### src/rtl/uart_tx_arbiter_if.sv
// Frame-requester and UART-side signal bundle for uart_tx_arbiter.
// master drives requests and tx_busy; slave is the arbiter.
interface uart_tx_arbiter_if #(
  parameter int NREQ = 4
);
  logic [NREQ-1:0]   req;
  logic [8*NREQ-1:0] req_data;
  logic [NREQ-1:0]   req_last;
  logic              tx_busy;
  logic              tx_send;
  logic [7:0]        tx_data;
  logic [NREQ-1:0]   grant;
  logic [NREQ-1:0]   byte_ack;
  logic              frame_done;
  logic              frame_err;
  logic              busy;

  modport master (
    output req, req_data, req_last, tx_busy,
    input  tx_send, tx_data, grant, byte_ack,
    input  frame_done, frame_err, busy
  );

  modport slave (
    input  req, req_data, req_last, tx_busy,
    output tx_send, tx_data, grant, byte_ack,
    output frame_done, frame_err, busy
  );
endinterface

### src/rtl/uart_tx_arbiter.sv
// Round-robin arbiter feeding byte frames from NREQ requesters to one UART.
// Bytes of a frame are spaced GAP_CYCLES apart; frames cap at MAX_BYTES.
module uart_tx_arbiter #(
  parameter int NREQ       = 4,
  parameter int GAP_CYCLES = 100,
  parameter int MAX_BYTES  = 16
) (
  input logic             clk,
  input logic             reset,
  uart_tx_arbiter_if.slave bus
);
  localparam int PW = (NREQ > 1) ? $clog2(NREQ) : 1;
  localparam int CW = $clog2(MAX_BYTES + 1);
  localparam logic [15:0]   GAP_END = 16'(GAP_CYCLES - 2);
  localparam logic [CW-1:0] CNT_MAX = CW'(MAX_BYTES);
  localparam logic [PW-1:0] PTR_RST = PW'(NREQ - 1);
  localparam logic [NREQ-1:0] ONE = NREQ'(1);

  typedef enum logic [1:0] {IDLE, SEND, GAP} state_t;

  state_t          state, state_n;
  logic [NREQ-1:0] grant, grant_n;
  logic [PW-1:0]   gidx, gidx_n;
  logic [PW-1:0]   rr_ptr, rr_ptr_n;
  logic [15:0]     timer, timer_n;
  logic [CW-1:0]   cnt, cnt_n;
  logic            last, last_n;
  logic [PW-1:0]   win, cand;
  logic            found;
  logic [7:0]      lane;
  logic            req_g, last_g;
  logic            send, done, err;

  // Pick the first requester after rr_ptr, wrapping around.
  always_comb begin
    win   = '0;
    cand  = '0;
    found = 1'b0;
    for (int i = 0; i < NREQ; i++) begin
      cand = PW'((int'(rr_ptr) + 1 + i) % NREQ);
      if (!found && bus.req[cand]) begin
        found = 1'b1;
        win   = cand;
      end
    end
  end

  // Select the granted requester's lane, request and last flag.
  always_comb begin
    lane   = '0;
    req_g  = 1'b0;
    last_g = 1'b0;
    for (int i = 0; i < NREQ; i++) begin
      if (gidx == PW'(i)) begin
        lane   = bus.req_data[8*i +: 8];
        req_g  = bus.req[i];
        last_g = bus.req_last[i];
      end
    end
  end

  // Next-state and strobe logic.
  always_comb begin
    state_n  = state;
    grant_n  = grant;
    gidx_n   = gidx;
    rr_ptr_n = rr_ptr;
    timer_n  = timer;
    cnt_n    = cnt;
    last_n   = last;
    send     = 1'b0;
    done     = 1'b0;
    err      = 1'b0;
    unique case (state)
      IDLE: begin
        if (found) begin
          state_n = SEND;
          grant_n = ONE << win;
          gidx_n  = win;
          cnt_n   = '0;
          last_n  = 1'b0;
        end
      end
      SEND: begin
        if (!req_g) begin
          err      = 1'b1;
          state_n  = IDLE;
          grant_n  = '0;
          rr_ptr_n = gidx;
        end else if (!bus.tx_busy) begin
          send    = 1'b1;
          last_n  = last_g;
          cnt_n   = cnt + CW'(1);
          timer_n = '0;
          state_n = GAP;
        end
      end
      GAP: begin
        if (timer >= GAP_END && !bus.tx_busy) begin
          if (last || cnt == CNT_MAX) begin
            done     = last;
            err      = !last;
            state_n  = IDLE;
            grant_n  = '0;
            rr_ptr_n = gidx;
          end else begin
            state_n = SEND;
          end
        end else if (timer != '1) begin
          timer_n = timer + 16'd1;
        end
      end
      default: state_n = IDLE;
    endcase
  end

  // State registers with synchronous reset.
  always_ff @(posedge clk) begin
    if (reset) begin
      state  <= IDLE;
      grant  <= '0;
      gidx   <= '0;
      rr_ptr <= PTR_RST;
      timer  <= '0;
      cnt    <= '0;
      last   <= 1'b0;
    end else begin
      state  <= state_n;
      grant  <= grant_n;
      gidx   <= gidx_n;
      rr_ptr <= rr_ptr_n;
      timer  <= timer_n;
      cnt    <= cnt_n;
      last   <= last_n;
    end
  end

  assign bus.tx_send    = send & ~reset;
  assign bus.tx_data    = bus.tx_send ? lane : 8'h00;
  assign bus.byte_ack   = bus.tx_send ? grant : '0;
  assign bus.frame_done = done & ~reset;
  assign bus.frame_err  = err & ~reset;
  assign bus.grant      = grant;
  assign bus.busy       = (state != IDLE);
endmodule

### src/flat_wrapper.sv
// flat-port wrapper written by rule: the top's interface ports become plain ports
module uart_tx_arbiter_flat 
#(
  parameter int NREQ       = 4,
  parameter int GAP_CYCLES = 100,
  parameter int MAX_BYTES  = 16
)
  (clk, reset, bus_req, bus_req_data, bus_req_last, bus_tx_busy, bus_tx_send, bus_tx_data, bus_grant, bus_byte_ack, bus_frame_done, bus_frame_err, bus_busy);
  uart_tx_arbiter_if #(.NREQ(NREQ)) bus_i ();
  input logic clk;
  input logic reset;
  input wire logic [$bits(bus_i.req)-1:0] bus_req;
  input wire logic [$bits(bus_i.req_data)-1:0] bus_req_data;
  input wire logic [$bits(bus_i.req_last)-1:0] bus_req_last;
  input wire logic [$bits(bus_i.tx_busy)-1:0] bus_tx_busy;
  output wire logic [$bits(bus_i.tx_send)-1:0] bus_tx_send;
  output wire logic [$bits(bus_i.tx_data)-1:0] bus_tx_data;
  output wire logic [$bits(bus_i.grant)-1:0] bus_grant;
  output wire logic [$bits(bus_i.byte_ack)-1:0] bus_byte_ack;
  output wire logic [$bits(bus_i.frame_done)-1:0] bus_frame_done;
  output wire logic [$bits(bus_i.frame_err)-1:0] bus_frame_err;
  output wire logic [$bits(bus_i.busy)-1:0] bus_busy;
  assign bus_i.req = bus_req;
  assign bus_i.req_data = bus_req_data;
  assign bus_i.req_last = bus_req_last;
  assign bus_i.tx_busy = bus_tx_busy;
  assign bus_tx_send = bus_i.tx_send;
  assign bus_tx_data = bus_i.tx_data;
  assign bus_grant = bus_i.grant;
  assign bus_byte_ack = bus_i.byte_ack;
  assign bus_frame_done = bus_i.frame_done;
  assign bus_frame_err = bus_i.frame_err;
  assign bus_busy = bus_i.busy;
  uart_tx_arbiter #(.NREQ(NREQ), .GAP_CYCLES(GAP_CYCLES), .MAX_BYTES(MAX_BYTES)) u_core (.clk(clk), .reset(reset), .bus(bus_i));
endmodule
### config.mk
export PLATFORM = sky130hd
export DESIGN_NAME = uart_tx_arbiter_flat
export DESIGN_NICKNAME = d
export VERILOG_FILES = /design/src/rtl/uart_tx_arbiter_if.sv /design/src/rtl/uart_tx_arbiter.sv /design/src/flat_wrapper.sv
export SDC_FILE = /design/constraint.sdc
export NUM_CORES = 1
export LEC_CHECK = 0
export ABC_AREA = 1
export CORE_MARGIN = 1.5
export CORE_UTILIZATION = 45
export DETAILED_ROUTE_END_ITERATION = 12
export HOLD_SLACK_MARGIN = 0.15
export PLACE_DENSITY = 0.74
export RECOVER_POWER = 25
export REMOVE_ABC_BUFFERS = 1
export SLEW_MARGIN = 20
export SYNTH_ARGS = -nofsm -noshare
export SYNTH_HDL_FRONTEND = slang
export SYNTH_SLANG_ARGS = --single-unit
export TNS_END_PERCENT = 1
### constraint.sdc
create_clock -name clk -period 2.35 [get_ports clk]
set_input_delay 0.235 -clock clk [delete_from_list [all_inputs] [get_ports clk]]
set_output_delay 0.235 -clock clk [all_outputs]
set_load 0.02 [all_outputs]
==> summary.md, run 1 <==
| Metric | Value |
|---|---|
| Ys async rst share | `0%` |
| DRC | `0` |
| Maxcap violations | `0` |
| CTS tree | `built` |
| Core ar. | `5470 um^2` |
| Pwr per Cell Area | `901 nW/um^2` |
| Worst setup path endpoint | `bus_frame_err` |
| Simple-gate share of the synthesized area | `42.2%` |
| R2R Path End | `u_core.cnt[2]$_SDFFE_PP0P_` |
| Status | `finished clean` |
| WS Path Type | `flip-flop to primary output` |
| DR top layer | `met4` |
| Post-synth EDFFs | `0` |
| Wirelength, routed | `6.91 mm` |
| Total Power | `3.11 mW` |
| Post-synthesis xor/xnor area fraction | `5.15%` |
| DRT met1 WL | `3.12 mm` |
| Worst setup SP type | `flip-flop` |
| Crit path launch | `u_core.timer[0]$_SDFFE_PP0P_` |
| Sequential element share of the synthesized area | `25.1%` |
| Reg2Reg Depth | `12` |
| Core Rows | `27` |
| Synth warnings | `0` |
| Compound-Gate Fraction of Synth Area | `14.8%` |
| Unique masters post-synth | `36` |
| Setup slack, reg-to-reg | `0.20 ns` |
| Clock Latency Late Sink | `0.29 ns` |
| Total CTS buffers | `5` |
| Slew @ Worst Pin | `0.393 ns` |
| Die H | `78.3 um` |
| Total GRT Usage | `24.1%` |
| Share of the synthesized area in the top cell type | `25.1%` |
| IO Pins | `63` |
| Port bufs | `62` |
| Avg WL per Cell | `12.3 um` |
| Clk slew on worst S/H paths | `0.06 ns` |
| P&R area growth vs syn | `35.3%` |
| Crit path time final | `2.22 ns` |
| Static leakage | `1.49 nW` |
| Synthesized area per cell | `6.22 um^2` |
| TNS Setup | `0 ns` |
| Largest net degree at the start of global routing | `27` |
| Reg2Reg Launch Point | `u_core.rr_ptr[0]$_SDFFE_PP1P_` |
| Post-synthesis sequential element count | `32` |
| Final #Nets | `540` |
| Met2 wire len | `3.30 mm` |
| Iteration count of the initial detailed-routing pass | `4` |
| H-tree depth | `2` |
| Min-delay worst type | `flip-flop to flip-flop` |
| Global-route wire length before repair | `11.9 mm` |
| DRT antenna net count | `0` |
| Ant diodes | `0` |
| Final Cycle Share | `94.3%` |
| Root buf cell | `clkbuf_8` |
| Final hold vios | `0` |
| Yosys top cell by area | `dfxtp_1` |
| Final count of pins violating max slew | `0` |
| Slew HR | `73.6%` |
| Design area | `3450 um^2` |
| Top FF cell, synth | `dfxtp_1` |
| Grt ovf | `0` |
| Post-Synth Adder-Cell Area | `3.92%` |
| Met3 WL | `320 um` |
| Vias in the first global route | `2711` |
| Largest family of logic cells by synthesized area | `simple AND/OR/NAND/NOR gates` |
| Final setup violation count | `0` |
| Final RePlAce weighted congestion | `0.958` |
| Final std cells w/o fill | `562` |
| Post-Syn Instances | `410` |
| Unrepaired setup endpoints after global routing | `no` |
| Initial DRC Count | `161` |
| Layout cells sized above 1 | `12.0%` |
| Most common cell in the netlist | `nand2_1` |
| Max Clock Freq | `451 MHz` |
| Initial Utilization | `46.6%` |
| Vias per cell | `5.08` |
| Largest cells by area after synthesis | `dfxtp_1, nand2_1, nor2_1` |
| Critical Path RT | `2.12 ns` |
| Clk_skew | `0.00798 ns` |
| Hold buffer count at cts | `0` |
| Mux share of post-synthesis cell area | `0%` |
| Clock sink count | `32` |
| Crit path DAT | `1.98 ns` |
| Vias | `2853` |
| Placed Area | `3390 um^2` |
| VDD IR max | `0.645 mV` |
| Post-synth top cells | `nand2_1, nor2_1, nand3_1` |
| Die Span X | `78.3 um` |
| Die area | `6130 um^2` |
| Worst Setup End Kind | `primary output` |
| Initial antenna violation count | `0` |
| Placed insts | `554` |
| Maximum root-to-sink buffer count | `2` |
| Worst-path fanout max | `4` |
| Cell area after synthesis | `2550 um^2` |
| DP Wirelength | `5.42 mm` |
| Util after Layout | `63.1%` |
==> registers in the layout (all words and copies together), names as in the netlist <==
signal	flops
u_core.last	1
u_core.bus.grant	4
u_core.state	2
u_core.rr_ptr	2
u_core.timer	16
u_core.cnt	5
u_core.gidx	2
==> where the power goes <==
part	internal, mW	total, mW	switching [mW]
combinational	0.689	1.94	1.25
sequential	0.631	0.728	0.0977
clock	0.239	0.447	0.208
==> area by class of cell <==
type                            instances  area, um^2
Clock buffer                            8        90.1
Fill cell                             501        2020
Inverter                               41         156
Multi-Input combinational cell        325        1680
Sequential cell                        32         643
Tap cell                               72        90.1
Timing Repair Buffer                   84         793
==> stage by stage <==
stage	hold WS, ns	worst slack [ns]
after floorplan	0.297	0.0194
after global placement	0.467	-0.0184
after detailed placement	0.477	-0.0756
after CTS	0.487	0.0136
after global routing	0.522	0.0107
final	0.486	0.133
==> placed cells by master (no fill, tap or decap), types with 2 or more instances in the layout <==
cell type        instances
a21oi_1                 31
a21oi_2                  3
a311oi_1                 2
buf_12                   2
buf_4                   19
clkbuf_1                 3
clkbuf_8                 6
clkdlybuf4s50_1         44
dfxtp_1                 30
dfxtp_2                  2
dlygate4sd2_1           13
dlygate4sd3_1            4
ha_1                     8
inv_1                   36
inv_2                    4
nand2_1                110
nand2_2                  9
nand2_4                  2
nand3_1                 35
nand3_2                  2
nand4_1                  5
nor2_1                  55
nor2_2                   3
nor3_1                   5
nor3_2                   2
nor3b_1                  2
nor4_1                   2
o211ai_1                 3
o21ai_0                 21
o21ai_1                  3
xnor2_1                  3
xor2_1                  12
==> critical path, stage by stage, from the launching register on <==
cell and delay, ns:
dfxtp_1 0.34, inv_1 0.08, ha_1 0.14, nor2_1 0.04
nand3_1 0.09, nand2_1 0.06, nand2_1 0.09, nand2_1 0.07
nor4_1 0.23, o21ai_1 0.14, nor2_1 0.09, dlygate4sd2_1 0.33
==> layer usage <==
metal | vias to the layer above | GRT usage (%)
met4 | 0 | 9.29
met5 | - | 0
li1 | 1493 | -
met3 | 15 | 5.23
met2 | 63 | 40.5
met1 | 1282 | 30.1
==> worst min path at each step <==
stage / startpoint / end / slack (ns) / cells past startpoint
finish: u_core.bus.grant[1]$_SDFFE_PP0P_ / u_core.bus.grant[1]$_SDFFE_PP0P_ / 0.49 / 2
global route: u_core.cnt[4]$_SDFFE_PP0P_ / u_core.cnt[4]$_SDFFE_PP0P_ / 0.52 / 2
CTS: u_core.bus.grant[2]$_SDFFE_PP0P_ / u_core.bus.grant[2]$_SDFFE_PP0P_ / 0.49 / 2
detailed placement: u_core.bus.grant[2]$_SDFFE_PP0P_ / u_core.bus.grant[2]$_SDFFE_PP0P_ / 0.48 / 2
global placement: u_core.bus.grant[2]$_SDFFE_PP0P_ / u_core.bus.grant[2]$_SDFFE_PP0P_ / 0.47 / 2
floorplan: reset / u_core.timer[2]$_SDFFE_PP0P_ / 0.30 / 1
==> timing repair <==
item | CTS | global route
pin swaps | 0 | 0
resized for setup | 15 | 2
setup buffers | 0 | 0
setup endpoints to repair | 13 | 2
==> kinds of logic (layout without fill, tap and decap cells) <==
group           Yosys count  in the layout
compound gates           67             67
xor+xnor                 15             15
fa+ha+maj                 8              8
buf+inv                  53            133
flops                    32             32
simple gates            235            235
No activity file was read; power rests on OpenSTA's default activity.
==> run 2: changes to the inputs <==
==> constraint.sdc (replaced) <==
create_clock -name clk -period 2.35 [get_ports clk]
set_input_delay 0.47 -clock clk [delete_from_list [all_inputs] [get_ports clk]]
set_output_delay 0.47 -clock clk [all_outputs]
set_load 0.02 [all_outputs]
==> run 2 against run 1 <==
Net effect:
- critical path depth is 7 lower
- sequential cell count stayed put
- first-iteration DRC count is 14% higher
- die area stayed put
- non-clock buffer count is 23 higher
- highest routed layer unchanged
==> summary.md, run 2 (synthesis results as in run 1) <==
| Metric | Value |
|---|---|
| Initial Utilization | `46.6%` |
| Clk slew on worst S/H paths | `0.06 ns` |
| Status | `finished clean` |
| Worst-path fanout max | `8` |
| Slew HR | `65.7%` |
| Most frequent cells in the layout | `nand2_1, nor2_1, buf_4, clkdlybuf4s50_1, nand3_1` |
| Grt ovf | `0` |
| Avg WL per Cell | `12.2 um` |
| DRT antenna net count | `0` |
| Initial antenna violation count | `0` |
| Clk_skew | `0.00917 ns` |
| Iteration count of the initial detailed-routing pass | `4` |
| Slew @ Worst Pin | `0.514 ns` |
| Clock Latency Late Sink | `0.28 ns` |
| Design area | `3630 um^2` |
| CTS tree | `built` |
| Final count of pins violating max slew | `0` |
| WS Path Type | `input port to primary output` |
| Pwr per Cell Area | `898 nW/um^2` |
| IO Pins | `63` |
| Placed Area | `3540 um^2` |
| Crit path time final | `2.23 ns` |
| Delay-heaviest family, CP | `buffers and inverters` |
| Worst setup SP type | `input port` |
| Largest net degree at the start of global routing | `18` |
| Total Power | `3.26 mW` |
| Clock sink count | `32` |
| VDD IR max | `0.840 mV` |
| Core ar. | `5470 um^2` |
| Final RePlAce weighted congestion | `0.891` |
| Static leakage | `1.58 nW` |
| Core Rows | `27` |
| Final #Nets | `563` |
| Top reg by flops | `u_core.timer` |
| Hold buffer count at cts | `0` |
| Total CTS buffers | `5` |
| Largest register FFs | `16` |
| Die H | `78.3 um` |
| Final hold vios | `0` |
| Util after Layout | `66.3%` |
| H-tree depth | `2` |
| Max Clock Freq | `448 MHz` |
| Die area | `6130 um^2` |
| P&R area growth vs syn | `42.1%` |
| Commonest non-fill, non-tap cell in the layout | `nand2_1` |
| Maximum root-to-sink buffer count | `2` |
| Worst Setup End Kind | `primary output` |
| Crit path DAT | `1.76 ns` |
| Vias | `2914` |
| Ant diodes | `0` |
| Die Span X | `78.3 um` |
| Root buf cell | `clkbuf_8` |
| Maxcap violations | `0` |
| Critical path's slowest cell | `clkdlybuf4s50_1` |
| Critical Path RT | `1.88 ns` |
| Vias in the first global route | `2771` |
| Port bufs | `62` |
| Wirelength, routed | `7.14 mm` |
| Layout cells sized above 1 | `21.1%` |
| Largest stage delay, worst path | `0.50 ns` |
| Final setup violation count | `0` |
| DP Wirelength | `5.65 mm` |
| Buffers & Inverters on Critical Path | `3` |
| Min-delay worst type | `flip-flop to flip-flop` |
| Initial DRC Count | `183` |
| Total GRT Usage | `24.8%` |
| Global-route wire length before repair | `12.4 mm` |
| Vias per cell | `4.98` |
| Final Cycle Share | `95.0%` |
| Largest registers | `u_core.timer (16), u_core.cnt (5), u_core.bus.grant (4)` |
| Cell Chain, Critical Path | `clkdlybuf4s50_1 -> buf_4 -> nor3_1 -> dlygate4sd2_1` |
| DRC | `0` |
## run 2: path summary, 6_finish.rpt
kind / startpoint / endpoint / cells after the start / slack [ns]
setup / recovery: reset / bus_frame_done / 4 / 0.12
hold / removal: u_core.bus.grant[3]$_SDFFE_PP0P_ / u_core.bus.grant[3]$_SDFFE_PP0P_ / 2 / 0.48
setup reg to reg: u_core.state[1]$_SDFFE_PP0P_ / u_core.timer[15]$_SDFFE_PP0P_ / 11 / 0.28
hold reg to reg: u_core.bus.grant[3]$_SDFFE_PP0P_ / u_core.bus.grant[3]$_SDFFE_PP0P_ / 2 / 0.48
## run 2: layout make-up
class / count / area [um^2]
fillers: 503 / 1850
multi-input cells: 325 / 1720
repair buffers: 107 / 928
flip-flops and latches: 32 / 643
inverters: 41 / 156
clock buffers: 8 / 90.1
well taps: 72 / 90.1
## run 2: repair_timing
item,4_1_cts,5_1_grt
gates resized for setup,68,15
pin swaps,1,3
setup endpoints to repair,15,13
buffers inserted,0,1
## run 2: layer usage
| metal | vias to the layer above | wire length, um | global-route usage (%) | share of wire, % |
|---|---|---|---|---|
| met1 | 1313 | 3380 | 33.1 | 47 |
| met2 | 53 | 3440 | 41.5 | 48 |
| met5 | - | 0 | 0 | 0 |
| met3 | 10 | 207 | 4.30 | 2.9 |
| li1 | 1538 | - | - | - |
| met4 | 0 | 105 | 5.89 | 1.5 |
## run 2: where the power goes
group          internal, mW  switching (mW)  total (mW)
combinational         0.790            1.32        2.11
sequential            0.631          0.0932       0.724
clock                 0.239           0.188       0.426
total                  1.66            1.60        3.26
## run 2: stage by stage
stage,setup WS (ns),instances,hold slack [ns],TNS [ns]
2_1_floorplan,-0.216,398,0.463,-0.611
5_1_grt,-0.0299,585,0.512,-0.0299
3_3_place_gp,-0.481,576,0.468,-6.23
3_5_place_dp,-0.564,576,0.481,-6.61
4_1_cts,-0.0862,584,0.490,-0.0924
6_report,0.119,585,0.484,0
## run 2: worst min-delay path, cell delays in order (launching register included)
cell     delay [ns]
dfxtp_1        0.32
nand2_1        0.06
a21oi_1        0.05
